===== config.mk =====
export PLATFORM = sky130hd
export DESIGN_NAME = uart_rx_fifo_flat
export DESIGN_NICKNAME = d
export VERILOG_FILES = /design/src/rtl/uart_rx_fifo_pkg.sv /design/src/rtl/uart_rx_fifo_if.sv /design/src/rtl/uart_fifo_mem.sv /design/src/rtl/uart_rx_fifo.sv /design/src/flat_wrapper.sv
export SDC_FILE = /design/constraint.sdc
export NUM_CORES = 1
export LEC_CHECK = 0
export ABC_CLOCK_PERIOD_IN_PS = 3200
export BUFFER_PORTS_ARGS = -buffer_cell sky130_fd_sc_hd__buf_2
export CAP_MARGIN = 20
export CORE_UTILIZATION = 30
export CTS_BUF_LIST = sky130_fd_sc_hd__clkbuf_4 sky130_fd_sc_hd__clkbuf_8
export DETAILED_ROUTE_END_ITERATION = 8
export GPL_ROUTABILITY_DRIVEN = 0
export GPL_TIMING_DRIVEN = 0
export SYNTH_ARGS = -nofsm -noshare
export SYNTH_HDL_FRONTEND = slang
export SYNTH_HIERARCHICAL = 1
export SYNTH_SLANG_ARGS = --single-unit

===== constraint.sdc =====
create_clock -name clk -period 3.2 [get_ports clk]
set_input_delay 0.64 -clock clk [delete_from_list [all_inputs] [get_ports clk]]
set_output_delay 0.64 -clock clk [all_outputs]
set_load 0.03 [all_outputs]

===== src/rtl/uart_rx_fifo_pkg.sv =====
// uart_rx_fifo_pkg: shared UART constants and types.
// Holds the default FIFO geometry (depth, byte width, pointer/level widths) and the
// receive-ack handshake state type. Intended for reuse by a future TX FIFO.
package uart_rx_fifo_pkg;

    parameter int unsigned UART_DEPTH_LOG2 = 4;
    parameter int unsigned UART_DATA_W     = 8;
    parameter int unsigned UART_DEPTH      = 1 << UART_DEPTH_LOG2;
    parameter int unsigned UART_PTR_W      = UART_DEPTH_LOG2;
    parameter int unsigned UART_LVL_W      = UART_DEPTH_LOG2 + 1;

    // Handshake towards the receiver: StAck lasts exactly one cycle.
    typedef enum logic [0:0] {
        StIdle = 1'b0,
        StAck  = 1'b1
    } ack_state_e;

endpackage


===== src/rtl/uart_rx_fifo_if.sv =====
// uart_rx_fifo_if: receiver-side handshake and CPU-side access bundle of the RX FIFO.
//   rx_data/rx_avail/rx_ack : sticky avail/ack handshake with uart_rx
//   pop/flush/clr_overrun   : CPU strobes
//   rd_data/non_empty/full/half_full/overrun/level : CPU-visible head byte and status
// Modport slave is the FIFO; modport master is whatever drives it (register file / bench).
interface uart_rx_fifo_if
    import uart_rx_fifo_pkg::*;
#(
    parameter int unsigned DEPTH_LOG2 = UART_DEPTH_LOG2,
    parameter int unsigned DATA_W     = UART_DATA_W
);
    logic [DATA_W-1:0]   rx_data;
    logic                rx_avail;
    logic                rx_ack;
    logic                pop;
    logic                flush;
    logic                clr_overrun;
    logic [DATA_W-1:0]   rd_data;
    logic                non_empty;
    logic                full;
    logic                half_full;
    logic                overrun;
    logic [DEPTH_LOG2:0] level;

    modport slave (
        input  rx_data, rx_avail, pop, flush, clr_overrun,
        output rx_ack, rd_data, non_empty, full, half_full, overrun, level
    );

    modport master (
        output rx_data, rx_avail, pop, flush, clr_overrun,
        input  rx_ack, rd_data, non_empty, full, half_full, overrun, level
    );

endinterface


===== src/rtl/uart_fifo_mem.sv =====
// uart_fifo_mem: 2^DEPTH_LOG2 x DATA_W register array, one synchronous write port and
// one asynchronous read port. Contents are not reset.
//   clk   : write clock
//   we    : write enable
//   waddr : write address, wdata : write data
//   raddr : read address,  rdata : read data (combinational)
module uart_fifo_mem
    import uart_rx_fifo_pkg::*;
#(
    parameter int unsigned DEPTH_LOG2 = UART_DEPTH_LOG2,
    parameter int unsigned DATA_W     = UART_DATA_W
) (
    input  logic                  clk,
    input  logic                  we,
    input  logic [DEPTH_LOG2-1:0] waddr,
    input  logic [DATA_W-1:0]     wdata,
    input  logic [DEPTH_LOG2-1:0] raddr,
    output logic [DATA_W-1:0]     rdata
);
    localparam int unsigned DEPTH = 1 << DEPTH_LOG2;

    logic [DATA_W-1:0] mem [DEPTH];

    always_ff @(posedge clk) begin
        if (we) begin
            mem[waddr] <= wdata;
        end
    end

    assign rdata = mem[raddr];

endmodule


===== src/rtl/uart_rx_fifo.sv =====
// uart_rx_fifo: show-ahead receive FIFO between uart_rx and the UART register file.
//   clk : system clock, rising edge
//   rst : asynchronous active-low reset
//   bus : uart_rx_fifo_if.slave (receiver handshake, CPU strobes, head byte, status)
// Captures one byte per rx_avail assertion, acks it with a one-cycle rx_ack pulse, and
// drops bytes (setting sticky overrun) when no slot is free.
module uart_rx_fifo
    import uart_rx_fifo_pkg::*;
#(
    parameter int unsigned DEPTH_LOG2 = UART_DEPTH_LOG2,
    parameter int unsigned DATA_W     = UART_DATA_W
) (
    input logic           clk,
    input logic           rst,
    uart_rx_fifo_if.slave bus
);
    localparam int unsigned DEPTH = 1 << DEPTH_LOG2;
    localparam int unsigned PTR_W = DEPTH_LOG2;
    localparam int unsigned LVL_W = DEPTH_LOG2 + 1;

    ack_state_e        ack_q, ack_d;
    logic [PTR_W-1:0]  wr_ptr_q, wr_ptr_d;
    logic [PTR_W-1:0]  rd_ptr_q, rd_ptr_d;
    logic [LVL_W-1:0]  level_q, level_d;
    logic              overrun_q, overrun_d;
    logic              capture;
    logic              full;
    logic              non_empty;
    logic              pop_ok;
    logic              push_ok;
    logic              drop;
    logic [DATA_W-1:0] head;

    // Ack handshake: the receiver still shows rx_avail while we ack, so StAck blocks a
    // second capture of the same byte.
    always_comb begin
        ack_d   = StIdle;
        capture = 1'b0;
        unique case (ack_q)
            StIdle: begin
                if (bus.rx_avail) begin
                    capture = 1'b1;
                    ack_d   = StAck;
                end
            end
            StAck:   ack_d = StIdle;
            default: ack_d = StIdle;
        endcase
    end

    assign full      = (level_q == LVL_W'(DEPTH));
    assign non_empty = (level_q != '0);

    // A pop frees the slot for a same-cycle capture even when full; flush cancels both.
    assign pop_ok  = bus.pop & non_empty & ~bus.flush;
    assign push_ok = capture & ~bus.flush & (~full | pop_ok);
    assign drop    = capture & ~bus.flush & full & ~pop_ok;

    always_comb begin
        wr_ptr_d  = wr_ptr_q;
        rd_ptr_d  = rd_ptr_q;
        level_d   = level_q;
        overrun_d = overrun_q;
        if (bus.flush) begin
            wr_ptr_d  = '0;
            rd_ptr_d  = '0;
            level_d   = '0;
            overrun_d = 1'b0;
        end else begin
            if (push_ok) begin
                wr_ptr_d = wr_ptr_q + PTR_W'(1);
            end
            if (pop_ok) begin
                rd_ptr_d = rd_ptr_q + PTR_W'(1);
            end
            level_d = level_q + LVL_W'(push_ok) - LVL_W'(pop_ok);
            // A dropped byte wins over a same-cycle clear.
            if (drop) begin
                overrun_d = 1'b1;
            end else if (bus.clr_overrun) begin
                overrun_d = 1'b0;
            end
        end
    end

    always_ff @(posedge clk or negedge rst) begin
        if (!rst) begin
            ack_q     <= StIdle;
            wr_ptr_q  <= '0;
            rd_ptr_q  <= '0;
            level_q   <= '0;
            overrun_q <= 1'b0;
        end else begin
            ack_q     <= ack_d;
            wr_ptr_q  <= wr_ptr_d;
            rd_ptr_q  <= rd_ptr_d;
            level_q   <= level_d;
            overrun_q <= overrun_d;
        end
    end

    uart_fifo_mem #(
        .DEPTH_LOG2 (DEPTH_LOG2),
        .DATA_W     (DATA_W)
    ) u_mem (
        .clk   (clk),
        .we    (push_ok),
        .waddr (wr_ptr_q),
        .wdata (bus.rx_data),
        .raddr (rd_ptr_q),
        .rdata (head)
    );

    assign bus.rx_ack    = (ack_q == StAck);
    assign bus.rd_data   = non_empty ? head : '0;
    assign bus.non_empty = non_empty;
    assign bus.full      = full;
    assign bus.half_full = (level_q >= LVL_W'(DEPTH / 2));
    assign bus.overrun   = overrun_q;
    assign bus.level     = level_q;

endmodule


===== src/flat_wrapper.sv =====
// flat-port wrapper written by rule: the top's interface ports become plain ports
module uart_rx_fifo_flat import uart_rx_fifo_pkg::*;
#(
    parameter int unsigned DEPTH_LOG2 = UART_DEPTH_LOG2,
    parameter int unsigned DATA_W     = UART_DATA_W
)
  (clk, rst, bus_rx_data, bus_rx_avail, bus_pop, bus_flush, bus_clr_overrun, bus_rx_ack, bus_rd_data, bus_non_empty, bus_full, bus_half_full, bus_overrun, bus_level);
  uart_rx_fifo_if #(.DEPTH_LOG2(DEPTH_LOG2), .DATA_W(DATA_W)) bus_i ();
  input logic clk;
  input logic rst;
  input wire logic [$bits(bus_i.rx_data)-1:0] bus_rx_data;
  input wire logic [$bits(bus_i.rx_avail)-1:0] bus_rx_avail;
  input wire logic [$bits(bus_i.pop)-1:0] bus_pop;
  input wire logic [$bits(bus_i.flush)-1:0] bus_flush;
  input wire logic [$bits(bus_i.clr_overrun)-1:0] bus_clr_overrun;
  output wire logic [$bits(bus_i.rx_ack)-1:0] bus_rx_ack;
  output wire logic [$bits(bus_i.rd_data)-1:0] bus_rd_data;
  output wire logic [$bits(bus_i.non_empty)-1:0] bus_non_empty;
  output wire logic [$bits(bus_i.full)-1:0] bus_full;
  output wire logic [$bits(bus_i.half_full)-1:0] bus_half_full;
  output wire logic [$bits(bus_i.overrun)-1:0] bus_overrun;
  output wire logic [$bits(bus_i.level)-1:0] bus_level;
  assign bus_i.rx_data = bus_rx_data;
  assign bus_i.rx_avail = bus_rx_avail;
  assign bus_i.pop = bus_pop;
  assign bus_i.flush = bus_flush;
  assign bus_i.clr_overrun = bus_clr_overrun;
  assign bus_rx_ack = bus_i.rx_ack;
  assign bus_rd_data = bus_i.rd_data;
  assign bus_non_empty = bus_i.non_empty;
  assign bus_full = bus_i.full;
  assign bus_half_full = bus_i.half_full;
  assign bus_overrun = bus_i.overrun;
  assign bus_level = bus_i.level;
  uart_rx_fifo #(.DEPTH_LOG2(DEPTH_LOG2), .DATA_W(DATA_W)) u_core (.clk(clk), .rst(rst), .bus(bus_i));
endmodule

# Yosys cells after proc, flatten, opt, wreduce, memory -nomap -nowiden
# Memory sizes are Yosys's and may differ from the RTL's.
# Cells that the tools add are included.
# totals
word_cells,41
reg_bits,15
mem_bits_ro,0
latch_bits,0
ram_bits,128
input_bits,14
mem_count,1
# classes
bitwise_logic,11
n_lt_le_gt_ge,1
n_div,0
eq_ne,1
shift,0
reduce_logical,4
n_mul,0
muxes,14
add_sub_neg,4
# mem_list
name,depth,width,read_ports,rd_clocked_by_memory_dff,write_ports,line_no,rtl
u_core.u_mem.mem,16,8,1,0,1,uart_fifo_mem.sv:22,logic [DATA_W-1:0] mem [DEPTH];
# op_table
op,count
4-bit 2-to-1 mux,4
4-bit by 1-bit adder with 4-bit output (second input constant),2
8-bit 2-to-1 mux,1
1-bit 2-to-1 mux,7
1-bit bitwise AND,6
5-bit by 1-bit adder with 5-bit output,1
5-bit equality test (second input constant),1
5-bit by 4-bit greater-or-equal comparator with 1-bit output (second input constant),1
5-bit 2-to-1 mux,1
5-bit nonzero test,1
5-bit by 1-bit subtractor with 5-bit output,1
1-bit NOT,4
2-bit nonzero test,2
3-bit nonzero test,1
1-bit case mux with 2 select lines,1
1-bit OR,1

# Depth between registers and ports, before layout
# logic_depth
word_depth,8
mapped_depth,13

# Hierarchy
# Netlist, hierarchy kept.
# by_module_without_submodules
module,seq_area_each_um2,n_inst,area_each_um2,cells_each
uart_fifo_mem,3843.7,1,4987.3,221
uart_rx_fifo,375.4,1,937.1,95

# Worst setup path after synthesis
# OpenSTA, ideal clock, no wires.
# synth_timing
kind,register to register
start,"reg u_core.level_q[2], in the netlist u_core/bus.level[2]"
end,mem u_core/u_mem/mem[0][0] in the netlist's numbering (enable)
stages_incl_launch_ff,8
setup_slack_ns,0.134
setup_ns,0.383
arrival_time_ns,2.683
period_less_slack_ns,3.066
path_cell_list,dfrtp_1 -> inv_1 -> ha_1 -> and4bb_4 -> a21boi_2 -> nor2b_1 -> or3b_2 -> nor3_1
# synth_rtl
element,line_no,rtl
start: declaration,uart_rx_fifo.sv:24,"logic [LVL_W-1:0] level_q, level_d;"
start signal: assignment,uart_rx_fifo.sv:97,level_q <= level_d;
5-bit equality test,uart_rx_fifo.sv:51,assign full = (level_q == LVL_W'(DEPTH));
net bus_full,flat_wrapper.sv:19,output wire logic [$bits(bus_i.full)-1:0] bus_full;
1-bit NOT,uart_rx_fifo.sv:56,assign push_ok = capture & ~bus.flush & (~full | pop_ok);
1-bit OR,uart_rx_fifo.sv:56,
1-bit bitwise AND,uart_rx_fifo.sv:56,
net u_core.push_ok,uart_rx_fifo.sv:30,logic push_ok;
1-bit 2-to-1 mux,uart_fifo_mem.sv:25,if (we) begin
1-bit 2-to-1 mux (not written as such),uart_fifo_mem.sv:26,mem[waddr] <= wdata;
end: declaration,uart_fifo_mem.sv:22,
# The timed path passes the listed nets, and every way through them passes these cells.

# Worst setup path after layout
# layout_timing
start,"reg u_core.level_q[2], in the netlist u_core/bus.level[2]"
end,mem u_core/u_mem/mem[3][3] in the netlist's numbering (enable)
# layout_via
elab_chain_len,7
# layout_rtl
element,line_no,rtl
5-bit nonzero test,uart_rx_fifo.sv:52,assign non_empty = (level_q != '0);
1-bit bitwise AND (2 in series),uart_rx_fifo.sv:55,assign pop_ok = bus.pop & non_empty & ~bus.flush;
1-bit OR *,uart_rx_fifo.sv:56,
1-bit bitwise AND *,uart_rx_fifo.sv:56,
net u_core.push_ok,uart_rx_fifo.sv:30,
1-bit 2-to-1 mux *,uart_fifo_mem.sv:25,
1-bit 2-to-1 mux (not written as such) *,uart_fifo_mem.sv:26,
# Mark *: on every way through the listed nets, which the timed path passes. The rest lies on a longest branch.

==> metrics.csv <==
metric;value;unit
routedWlPerCell;18.5;µm
nNetsFinal;393;
setup_viol;0;
num-fill-cells;1852;
worstMarginPinSlew;0.860;ns
path_class;reg2reg;
drive_gt1_frac;0.288;
synth.avg_cell_area;18.7;µm²
drc_errors;0;
timing.fmax;0.319;GHz
core;19400;µm²
grt_setup_unrepaired;true;
p_sw_frac;0.311;
peakVddDrop;0.000392;V
endpoint_kind;flop;
synthArstFlopShare;0.105;
port_buffers;30;
ant_nets;0;
clkLatencyLatePin;0.45;ns
r2r_setup_slack;0.07;ns
cts_num_sinks;143;
netSwitchingPower;1.57;mW
mostFrequentLayoutCell;edfxtp_1;
layoutNonFillerInstCount;648;
worstSetupStartpointType;flop;
wl;12.0;mm
clockBufferDepth;2;
vias_per_cell;4.71;
die_x;143;µm
cts_tree;built;
grt_pass1_wl;18.3;mm
area_growth;16.4;%
grt_use_total;0.128;
vias;3052;
multi_input_area;1590;µm²
finalCriticalPeriod;3.13;ns
hold_ws;0.0890;ns
rr_worst_depth;7;
power.density;733;nW/µm²
slew_violations;0;
post-place-ws;-0.0903;ns
die_h;143;µm
crit_fanout;8;
p_comb_frac;0.279;
fp-row-count;51;
cp_cell_sequence;inv_1 -> ha_1 -> and4bb_4 -> a21boi_2 -> nor2b_1 -> or3b_2 -> nor2_1;
synth.net_count;339;
reg2reg_from;u_core/bus.level[2]$_DFF_PN0_;
fin_ws;0.0683;ns
dr.pass1.iters;4;
p_seq_frac;0.423;
synthesis.area;5920;µm²
final-hold-violation-count;0;
grt_max_degree;17;
cts_hold_buf;0;
seq_area;4220;µm²
dr.first_iter.drc_count;258;
path_clk_slew;0.08;ns
grt_overflow;0;
post-place-cells;615;
initial_core_util;0.305;
first_global_vias;3160;
clockPowerShare;0.298;
cts-root-buf;clkbuf_8;
slowest_delay;0.68;ns
synth_largest_area_cell;edfxtp_1;
synth_seq_cells;143;
antenna_found_initial;0;
hpwlAfterDp;7.94;mm
numCtsBuffers;17;
yosysTopAreaCellShare;0.649;
final.setup_skew;0.0161;ns
maxSlewHeadroom;0.424;
yosysSeqAreaShare;0.712;
leakage;2.35;nW
startpoint;u_core/bus.level[2]$_DFF_PN0_;
htreeDepth;4;
final_cell_mix;edfxtp_1, buf_2, nor2_1;
ys_warn_count;6;
synth.area.top_cells;edfxtp_1, mux4_2, dfrtp_1;
synth-main-ff-cell;edfxtp_1;
p_int;3.48;mW
drv_cap;0;
ys_types;38;
synth_edf_count;128;
cp_data_arrival_time;3.21;ns
cpMaxStageDelayCell;nor2_1;
syn_inst;316;
cp.required;3.28;ns
io_pins;32;
post-layout-total-power;5.05;mW
r2r_end;u_core/u_mem/mem[3][3]$_DFFE_PP_;
die-area;20300;µm²
period_share;0.979;
fin_util;0.355;
status;complete, no violations;
hold_class;in2async;
==> cells by family (layout without fill, tap and decap cells) <==
group                      count (synthesis)  in the layout  share of synthesized area
AOI/OAI and AO/OA                         27             27                     0.0361
adders and majority gates                  9              9                     0.0203
and+or+nand+nor                           73             73                     0.0650
DFF                                      143            143                      0.712
other                                      0              1                          0
muxes                                     33             33                      0.132
buffers and inverters                     24             90                     0.0239
xor gates and xnor gates                   7              7                     0.0103
==> sequential cells by signal, summed over array words and instances, names as in the netlist <==
name,cells
u_core/bus.level,5
u_core/bus.overrun,1
u_core/bus.rx_ack,1
u_core/rd_ptr_q,4
u_core/u_mem/mem,128
u_core/wr_ptr_q,4
==> per-stage QoR <==
stage          setup TNS [ns]  area [µm²]
6_report                    0        6890
5_1_grt                 -4.05        6890
4_1_cts                     0        6870
3_5_place_dp           -0.882        6430
3_3_place_gp            -3.67        6410
2_1_floorplan               0        5920
==> worst max-delay path by stage <==
stage / to
2_1_floorplan: u_core/u_mem/mem[0][0]$_DFFE_PP_
3_3_place_gp: u_core/u_mem/mem[0][2]$_DFFE_PP_
3_5_place_dp: u_core/u_mem/mem[0][2]$_DFFE_PP_
4_1_cts: bus_rd_data[2]
5_1_grt: u_core/u_mem/mem[2][6]$_DFFE_PP_
6_report: u_core/u_mem/mem[3][3]$_DFFE_PP_
==> cell usage after synthesis, drive strengths merged (2+ instances only) <==
| master | instances |
|---|---|
| a21oi | 5 |
| a22oi | 16 |
| and2 | 9 |
| buf | 9 |
| clkdlybuf4s25 | 3 |
| dfrtp | 15 |
| edfxtp | 128 |
| ha | 8 |
| inv | 11 |
| mux4 | 32 |
| nand2 | 12 |
| nand2b | 5 |
| nand3 | 5 |
| nand3b | 3 |
| nor2 | 23 |
| nor2b | 5 |
| nor3 | 4 |
| or3 | 2 |
| xnor2 | 4 |
| xor2 | 3 |
==> timing repair <==
item | CTS | global route
setup buffers | 0 | 1
gates resized for setup | 5 | 3
endpoints found under the setup margin | 7 | 33
==> power groups by stage <==
stage	clock network, mW	logic (mW)	registers, mW
floorplan	0	0.954	2.21
global placement	0	1.35	2.18
detailed placement	0	1.38	2.18
CTS	1.54	1.40	2.14
global route	1.61	1.51	2.14
finish	1.51	1.41	2.14
==> per-layer routing <==
metal / track usage / share of wire
met5: 0 / 0
met4: 0.0560 / 0.014
met3: 0.0320 / 0.060
met1: 0.162 / 0.43
met2: 0.209 / 0.50
==> worst max-delay path, delay by kind of cell, from the launching register on <==
| family | cells | cell delay [ns] |
|---|---|---|
| compound gates | 1 | 0.32 |
| fa+ha+maj | 1 | 0.23 |
| buf+inv | 1 | 0.08 |
| flops | 1 | 0.38 |
| simple gates | 4 | 1.75 |
==> area by class of cell <==
cell class	count	share of cell area
timing repair buffer	35	0.0269
sequential	143	0.612
inverter	11	0.00599
multi-input combinational	149	0.231
clock buffer	18	0.0350
tap	265	0.0481
buffer	13	0.0151
antenna	1	0.000363
clock inverter	13	0.0260
No activity file was read; power rests on OpenSTA's default activity.
